[src/rtl/alu_div_sequencer.sv]
// Unsigned 32-bit restoring divider that does all of its subtraction through an
// external ALU, one quotient bit per LOAD/WAIT pass.
//
// state | meaning
// IDLE  | ready for a request, last results held
// LOAD  | present {rem, next dividend bit} - divisor to the ALU
// WAIT  | hold ALU inputs ALU_WAIT cycles, capture on the last one
// DONE  | result valid, waiting for out_ready
module alu_div_sequencer #(
    parameter int unsigned ALU_WAIT = 1
) (
    input  logic        clk,
    input  logic        reset_n,
    input  logic        in_valid,
    output logic        in_ready,
    input  logic [31:0] dividend,
    input  logic [31:0] divisor,
    output logic        out_valid,
    input  logic        out_ready,
    output logic [31:0] quotient,
    output logic [31:0] remainder,
    output logic        div_by_zero,
    output logic [31:0] alu_operandA,
    output logic [31:0] alu_operandB,
    output logic [2:0]  alu_command,
    input  logic [31:0] alu_result,
    input  logic        alu_carryout
);

    typedef enum logic [1:0] {IDLE, LOAD, WAIT, DONE} state_t;

    localparam logic [2:0] CMD_SUB   = 3'd1;
    localparam logic [3:0] WAIT_LOAD = 4'(ALU_WAIT - 1);

    state_t      state, state_nxt;
    logic [31:0] dvd, dsr, rem, q;
    logic [4:0]  bit_idx;
    logic [3:0]  wait_cnt;
    logic        rem_msb;
    logic        take_sub;
    logic [31:0] rem_cap, q_cap;

    assign in_ready  = (state == IDLE);
    assign out_valid = (state == DONE);

    // A set pre-shift MSB means the true partial remainder is >= 2^32, so the
    // subtraction must be taken even though the ALU reports a borrow.
    assign take_sub = alu_carryout || rem_msb;
    assign rem_cap  = take_sub ? alu_result : alu_operandA;
    assign q_cap    = q | ({31'b0, take_sub} << bit_idx);

    always_comb begin
        state_nxt = state;
        case (state)
            IDLE: if (in_valid) state_nxt = (divisor == 32'd0) ? DONE : LOAD;
            LOAD: state_nxt = WAIT;
            WAIT: if (wait_cnt == 4'd0) state_nxt = (bit_idx == 5'd0) ? DONE : LOAD;
            DONE: if (out_ready) state_nxt = IDLE;
            default: state_nxt = IDLE;
        endcase
    end

    always_ff @(posedge clk or negedge reset_n) begin
        if (!reset_n) begin
            state        <= IDLE;
            dvd          <= '0;
            dsr          <= '0;
            rem          <= '0;
            q            <= '0;
            bit_idx      <= '0;
            wait_cnt     <= '0;
            rem_msb      <= 1'b0;
            quotient     <= '0;
            remainder    <= '0;
            div_by_zero  <= 1'b0;
            alu_operandA <= '0;
            alu_operandB <= '0;
            alu_command  <= '0;
        end else begin
            state <= state_nxt;
            case (state)
                IDLE: begin
                    if (in_valid) begin
                        alu_command <= CMD_SUB;
                        div_by_zero <= 1'b0;
                        if (divisor == 32'd0) begin
                            quotient    <= '1;
                            remainder   <= dividend;
                            div_by_zero <= 1'b1;
                        end else begin
                            dvd     <= dividend;
                            dsr     <= divisor;
                            rem     <= '0;
                            q       <= '0;
                            bit_idx <= 5'd31;
                        end
                    end
                end
                LOAD: begin
                    alu_operandA <= {rem[30:0], dvd[bit_idx]};
                    alu_operandB <= dsr;
                    alu_command  <= CMD_SUB;
                    rem_msb      <= rem[31];
                    wait_cnt     <= WAIT_LOAD;
                end
                WAIT: begin
                    if (wait_cnt == 4'd0) begin
                        rem <= rem_cap;
                        q   <= q_cap;
                        if (bit_idx == 5'd0) begin
                            quotient  <= q_cap;
                            remainder <= rem_cap;
                        end else begin
                            bit_idx <= bit_idx - 5'd1;
                        end
                    end else begin
                        wait_cnt <= wait_cnt - 4'd1;
                    end
                end
                default: ;
            endcase
        end
    end

endmodule

[config.mk]
export PLATFORM = sky130hd
export DESIGN_NAME = alu_div_sequencer
export DESIGN_NICKNAME = d
export VERILOG_FILES = /design/src/rtl/alu_div_sequencer.sv
export SDC_FILE = /design/constraint.sdc
export NUM_CORES = 1
export LEC_CHECK = 0
export BUFFER_PORTS_ARGS = -buffer_cell sky130_fd_sc_hd__buf_2
export CAP_MARGIN = 40
export CORE_MARGIN = 3
export CORE_UTILIZATION = 45
export DETAILED_ROUTE_END_ITERATION = 10
export PLACE_DENSITY = 0.67
export REMOVE_ABC_BUFFERS = 1
export SLEW_MARGIN = 5
export SYNTH_ARGS = -nofsm -noshare
export SYNTH_HDL_FRONTEND = slang
export SYNTH_SLANG_ARGS = --single-unit
[constraint.sdc]
create_clock -name clk -period 2.87 [get_ports clk]
set_clock_uncertainty 0.1 [all_clocks]
set_input_delay 0.574 -clock clk [delete_from_list [all_inputs] [get_ports clk]]
set_output_delay 0.574 -clock clk [all_outputs]
set_load 0.01 [all_outputs]
* After elaboration in Yosys (flattened, before gate mapping)
Cells that the tools add are included.
** Storage, ports and cells
- Bits in registers :: 272
- Bits in latches :: 0
- Bits in writable memories :: 0
- Bits in read-only memories :: 0
- Bits of input ports :: 101
- Output and inout port bits :: 134
- Logic and storage cells :: 82
- Memories :: 0
** Operators by class
- Add/sub/neg operators :: 2
- $mul :: 0
- Divide/modulo/power cells :: 0
- Order comparisons :: 1
- Equality and inequality tests :: 11
- Shift-type cells :: 1
- Multiplexer cells :: 35
- Bitwise logic cells :: 2
- Reductions and logical operators :: 16
** Operators with widths (count)
- $mux W32 :: 13
- $pmux W32 S2 :: 4
- $logic_not A32 Y1 :: 1
- $or A32 B32 Y32 :: 1
- $shl A1 B5 Y32 :: 1
- $mux W5 :: 4
- $ne A2 B2 Y1 const B :: 6
- $mux W2 :: 5
- $pmux W5 S2 :: 1
- $reduce_and A5 Y1 :: 2
- $pmux W2 S4 :: 1
- $pmux W4 S2 :: 1
- $lt A5 B6 Y1 const B :: 1
- $pmux W3 S2 :: 1
- $reduce_and A2 Y1 :: 3
- $reduce_and A3 Y1 :: 2
- $reduce_bool A2 Y1 :: 3
- $bmux W1 S5 :: 1
- $logic_not A5 Y1 :: 1
- $sub A5 B1 Y5 const B :: 1
- $eq A2 B2 Y1 const B :: 2
- $logic_not A4 Y1 :: 1
- $mux W4 :: 1
- $ne A2 B1 Y1 const B :: 2
- 8 further kinds :: 9

* Depth between registers and ports, before layout
- Depth after elaboration :: 6
- Depth in mapped cells :: 9
- Depth with buffers taken out :: 7

* Worst setup path before layout
Ideal clock, no wire load.
- Path kind :: input to register
- Start point :: in divisor[22]
- End point :: reg quotient[0]
- Library setup time :: 125 ps
- Arrival :: 2143 ps
- Data required time :: 2645 ps
- Setup slack :: 502 ps
- Stages on the path :: 7
- Path buffers :: 2
- Cell sequence :: nor4_1 -> nand2_1 -> nor4_4 -> o211a_1 -> buf_6 -> buf_12 -> mux2_4
** On the way
- Longest elaborated chain between the ends :: 3
** Ends and longest elaborated chain
- start, declared :: RTL line 17 : input logic [31:0] divisor,
- $logic_not A32 Y1 :: RTL line 86 : if (divisor == 32'd0) begin
- $ne A2 B1 Y1 (no source line)
- $reduce_and A5 Y1 (no source line)
- end signal, assigned :: RTL line 111 : quotient <= q_cap;
- end, declared :: RTL line 20 : output logic [31:0] quotient,
Every way passes these cells.
A chain may end at the register's enable or synchronous reset.

* Final worst setup path
- Start point :: reg bit_idx[3]
- End point :: reg quotient[24]
** On the way
- Longest elaborated chain between the ends :: 5
- Elaborated cells on any way between the ends :: 8
- Classes of those cells :: eq/ne (1); shift (1); mux (3); bitwise (1); reduce/logical (2)
** Ends and longest elaborated chain
- start, declared :: RTL line 37 : logic [4:0] bit_idx;
- start signal, assigned :: RTL line 114 : bit_idx <= bit_idx - 5'd1;
- $shl A1 B5 Y32 :: RTL line 50 : assign q_cap = q | ({31'b0, take_sub} << bit_idx);
- $or A32 B32 Y32 :: RTL line 50
- $mux W32 :: RTL line 110 : if (bit_idx == 5'd0) begin
- $mux W32 :: RTL line 107 : if (wait_cnt == 4'd0) begin
- $pmux W32 S2 :: RTL line 81 : case (state)
Parallel ways exist; a longest one is shown, timed or not. The select of a mux whose other input is x is not followed.

==> metrics.md <==
| Metric | Value |
|---|---|
| Status | `complete, no violations` |
| Multi-input gate area | `~4700 µm²` |
| Post-Route WL | `about 30,000 µm` |
| Sequential share of the synthesized area | `0.570` |
| Placed insts | `around 1,500` |
| Worst setup margin | `between 0.3 and 0.4 ns` |
| Max_cap viols | `0` |
| Post-cts resize count | `0` |
| Share of cells above drive strength 1 | `0.366` |
| Initial DRC count | `478` |
| Routability cong. | `slightly below 0.8` |
| Initial antenna violation count | `5` |
| Max Freq | `402 MHz` |
| Min Hold Slack | `about 0.14 ns` |
| GR Util All Layers | `0.208` |
| DR pass1 iterations | `5` |
| Warnings, synthesis | `0` |
| WP data arrival | `2.81 ns` |
| Register bit total from synthesis | `270` |
| Final Hold Fails | `0` |
| First-pass GRT wire length | `48,100 µm` |
| Synth Instances | `1,006` |
| Insertion delay to the later sink of the worst-skew pair | `around 0.53 ns` |
| Max-Slew Margin vs Limit | `0.381` |
| P_leak | `a little over 0.007 µW` |
| R2R Setup Slk | `around 0.38 ns` |
| Reg2reg start | `bit_idx[3]` |
| Peak supply drop | `around 0.47 mV` |
| Die ar. | `approximately 28,000 µm²` |
| Routed met3 length | `~2200 µm` |
| Setup TNS | `0 ns` |
| Cells along the critical path | `nor3_1 -> nand3_1 -> o21ai_0 -> o211a_4 -> buf_12 -> mux2_2` |
| Met1 WL | `13,100 µm` |
| Root buffer cell | `clkbuf_16` |
| WL met2 | `around 14,000 µm` |
| Clock sinks | `270` |
| GRT overflow | `0` |
| Tmin final | `roughly 2.5 ns` |
| H-tree levels | `1` |
| Kind of critical path | `reg -> reg` |
| TritonCTS clock tree | `built` |
| Synth unique cells | `50` |
| CP Capture Point | `quotient[24]` |
| Worst Setup SP | `bit_idx[3]` |
| Ports | `235` |
| Pre-CTS WS | `between 0.1 and 0.15 ns` |
| Row count | `58` |
| RSZ-0062 raised after global routing | `false` |
| Largest delay share family, worst path | `simple AND/OR/NAND/NOR gates` |
| Clock-pin slew on the worst setup and hold paths | `around 0.060 ns` |
| Min-delay worst type | `in -> reg` |
| Mapped Area | `between 10,000 and 15,000 µm²` |
| R2R Path End | `quotient[24]` |
| Final Non-Filler Cells | `between 1,500 and 2,000` |
| Post-synthesis async set-or-reset flop share | `1.00` |
| N_diodes | `0` |
| Final antenna-violating net count | `0` |
| Num CTS Buffers | `29` |
| WHS Path Cells | `2` |
| # DRC | `0` |
| CP Max Fanout | `29` |
| Buffer and inverter count on the worst path | `1` |
| Postcts setup bufs | `0` |
| Sequential cell area | `approximately 6800 µm²` |
| DR WL/cell | `18.7 µm` |
| Fin crit share | `0.867` |
| Longest Clk Path Bufs | `3` |
| CP max stage cell | `dfrtp_1` |
| Initial core utilization | `0.464` |
| Average size of a mapped cell | `11.8 µm²` |
| Post-synth EDFFs | `0` |
| Vias in the first global route | `roughly 8,500` |
| Filler Cells Inserted | `between 2,000 and 2,500` |
| Setup crit end kind | `flop` |
| Slew Viols, Final | `0` |
| Worst path max stage delay | `0.52 ns` |
| Largest net degree at the start of global routing | `66` |
| # port buffers | `232` |
| Slew at the pin closest to its max-slew limit | `approximately 0.9 ns` |
| Total Power | `about 8400 µW` |
| R2R depth | `6` |
| Power Density | `581 nW/µm²` |
| DP Wirelength | `20,300 µm` |
| Die H | `roughly 170 µm` |
| Final setup fails | `0` |
| Crit start category | `flop` |
| Core area | `around 26,000 µm²` |
| CP Depth | `6` |
| Number of vias per cell | `between 5 and 6` |
| Nets | `1,340` |
| Area Growth Syn to Fin | `21.8%` |
| Die width | `approximately 170 µm` |
| Top FF cell, synth | `dfrtp_1` |
| Top layer in use | `met5` |
| CP Data Required Time | `3.19 ns` |
| Via count | `approximately 8,300` |
registers in the layout, summed over array words and instances, names as in the netlist:
name          cells
q                32
bit_idx           5
dsr              32
div_by_zero       1
state             2
dvd              32
quotient         32
wait_cnt          4
remainder        32
alu_operandB     32
alu_command       1
alu_operandA     32
rem_msb           1
rem              32
final cells by class:
| cell class | instances | area share |
|---|---|---|
| tap | 330 | 0.0286 |
| multi-input combinational | 658 | 0.326 |
| inverter | 11 | 0.00286 |
| clock buffer | 42 | 0.0585 |
| sequential | 270 | 0.468 |
| timing repair buffer | 266 | 0.109 |
| clock inverter | 9 | 0.00702 |
repair_timing:
action | in CTS | in global routing
hold buffers | 1 | 0
endpoints found under the hold margin | 49 | 0
setup endpoints to repair | 0 | 0
per-layer routing:
metal,global-route usage,up-vias
li1,-,3950
met2,0.329,259
met5,0,-
met4,0.0470,10
met1,0.290,4072
met3,0.0556,50
through the flow:
stage / util / instance area (µm²)
global placement: 0.528 / 13500
CTS: 0.565 / 14400
floorplan: - / 11500
finish: 0.565 / 14400
detailed placement: 0.528 / 13500
global route: 0.565 / 14400
worst min-delay path by stage:
stage                          from          endpoint
after floorplan             reset_n    alu_command[0]
after global placement       dsr[5]   alu_operandB[5]
after detailed placement    dsr[10]  alu_operandB[10]
after CTS                 out_ready          state[1]
after global routing      out_ready          state[1]
final                     out_ready          state[1]
cells in the mapped netlist, types with 2 or more instances:
cell type	count	share of area
dfrtp_1	270	0.57
nand2_1	237	0.075
mux2_2	69	0.066
mux2_4	60	0.076
nor2_1	41	0.013
o21ai_0	40	0.017
a21oi_1	37	0.016
mux2i_1	37	0.031
clkbuf_1	33	0.010
a211o_1	32	0.024
o2bb2ai_1	32	0.024
buf_2	21	0.0089
inv_1	11	0.0035
nor4_1	11	0.0058
nor3_1	9	0.0038
buf_12	6	0.010
mux4_2	6	0.011
nor2b_1	6	0.0032
buf_1	5	0.0016
nand3_1	5	0.0021
nor3_2	4	0.0034
ha_1	3	0.0032
a211oi_1	2	0.0013
buf_4	2	0.0013
nor3b_1	2	0.0013
cell usage in the layout (no fill, tap or decap), drive strengths merged, types with 2 or more instances in the layout:
cell type	count
dfrtp	270
buf	265
nand2	237
mux2	129
nor2	42
clkbuf	42
o21ai	40
mux2i	37
a21oi	37
a211o	32
o2bb2ai	32
nor3	13
inv	12
nor4	12
mux4	6
nor2b	6
nand3	5
clkinv	5
ha	3
nor3b	2
a211oi	2
conb	2
bufinv	2
or3b	2
power breakdown:
part | internal, µW | switching, µW
combinational | 270 | 333
clock | 2210 | 1480
sequential | 3990 | 116
worst reg2reg max path, cell delays in order (launching register included):
cell and delay [ns]:
dfrtp_1 0.52, nor3_1 0.39, nand3_1 0.19, o21ai_0 0.30
o211a_4 0.26, buf_12 0.24, mux2_2 0.39
cell families (layout without fill, tap and decap cells):
logic type / count (synthesis) / in the layout / share of synthesized area
mux: 172 / 172 / 0.184
other cells: 1 / 2 / 0.000316
flops: 270 / 270 / 0.570
fa+ha+maj: 3 / 3 / 0.00317
xor+xnor: 2 / 2 / 0.00148
compound gates: 156 / 156 / 0.0905
buf+inv: 79 / 328 / 0.0367
simple gates: 323 / 323 / 0.113
No activity file was read; power rests on OpenSTA's default activity.
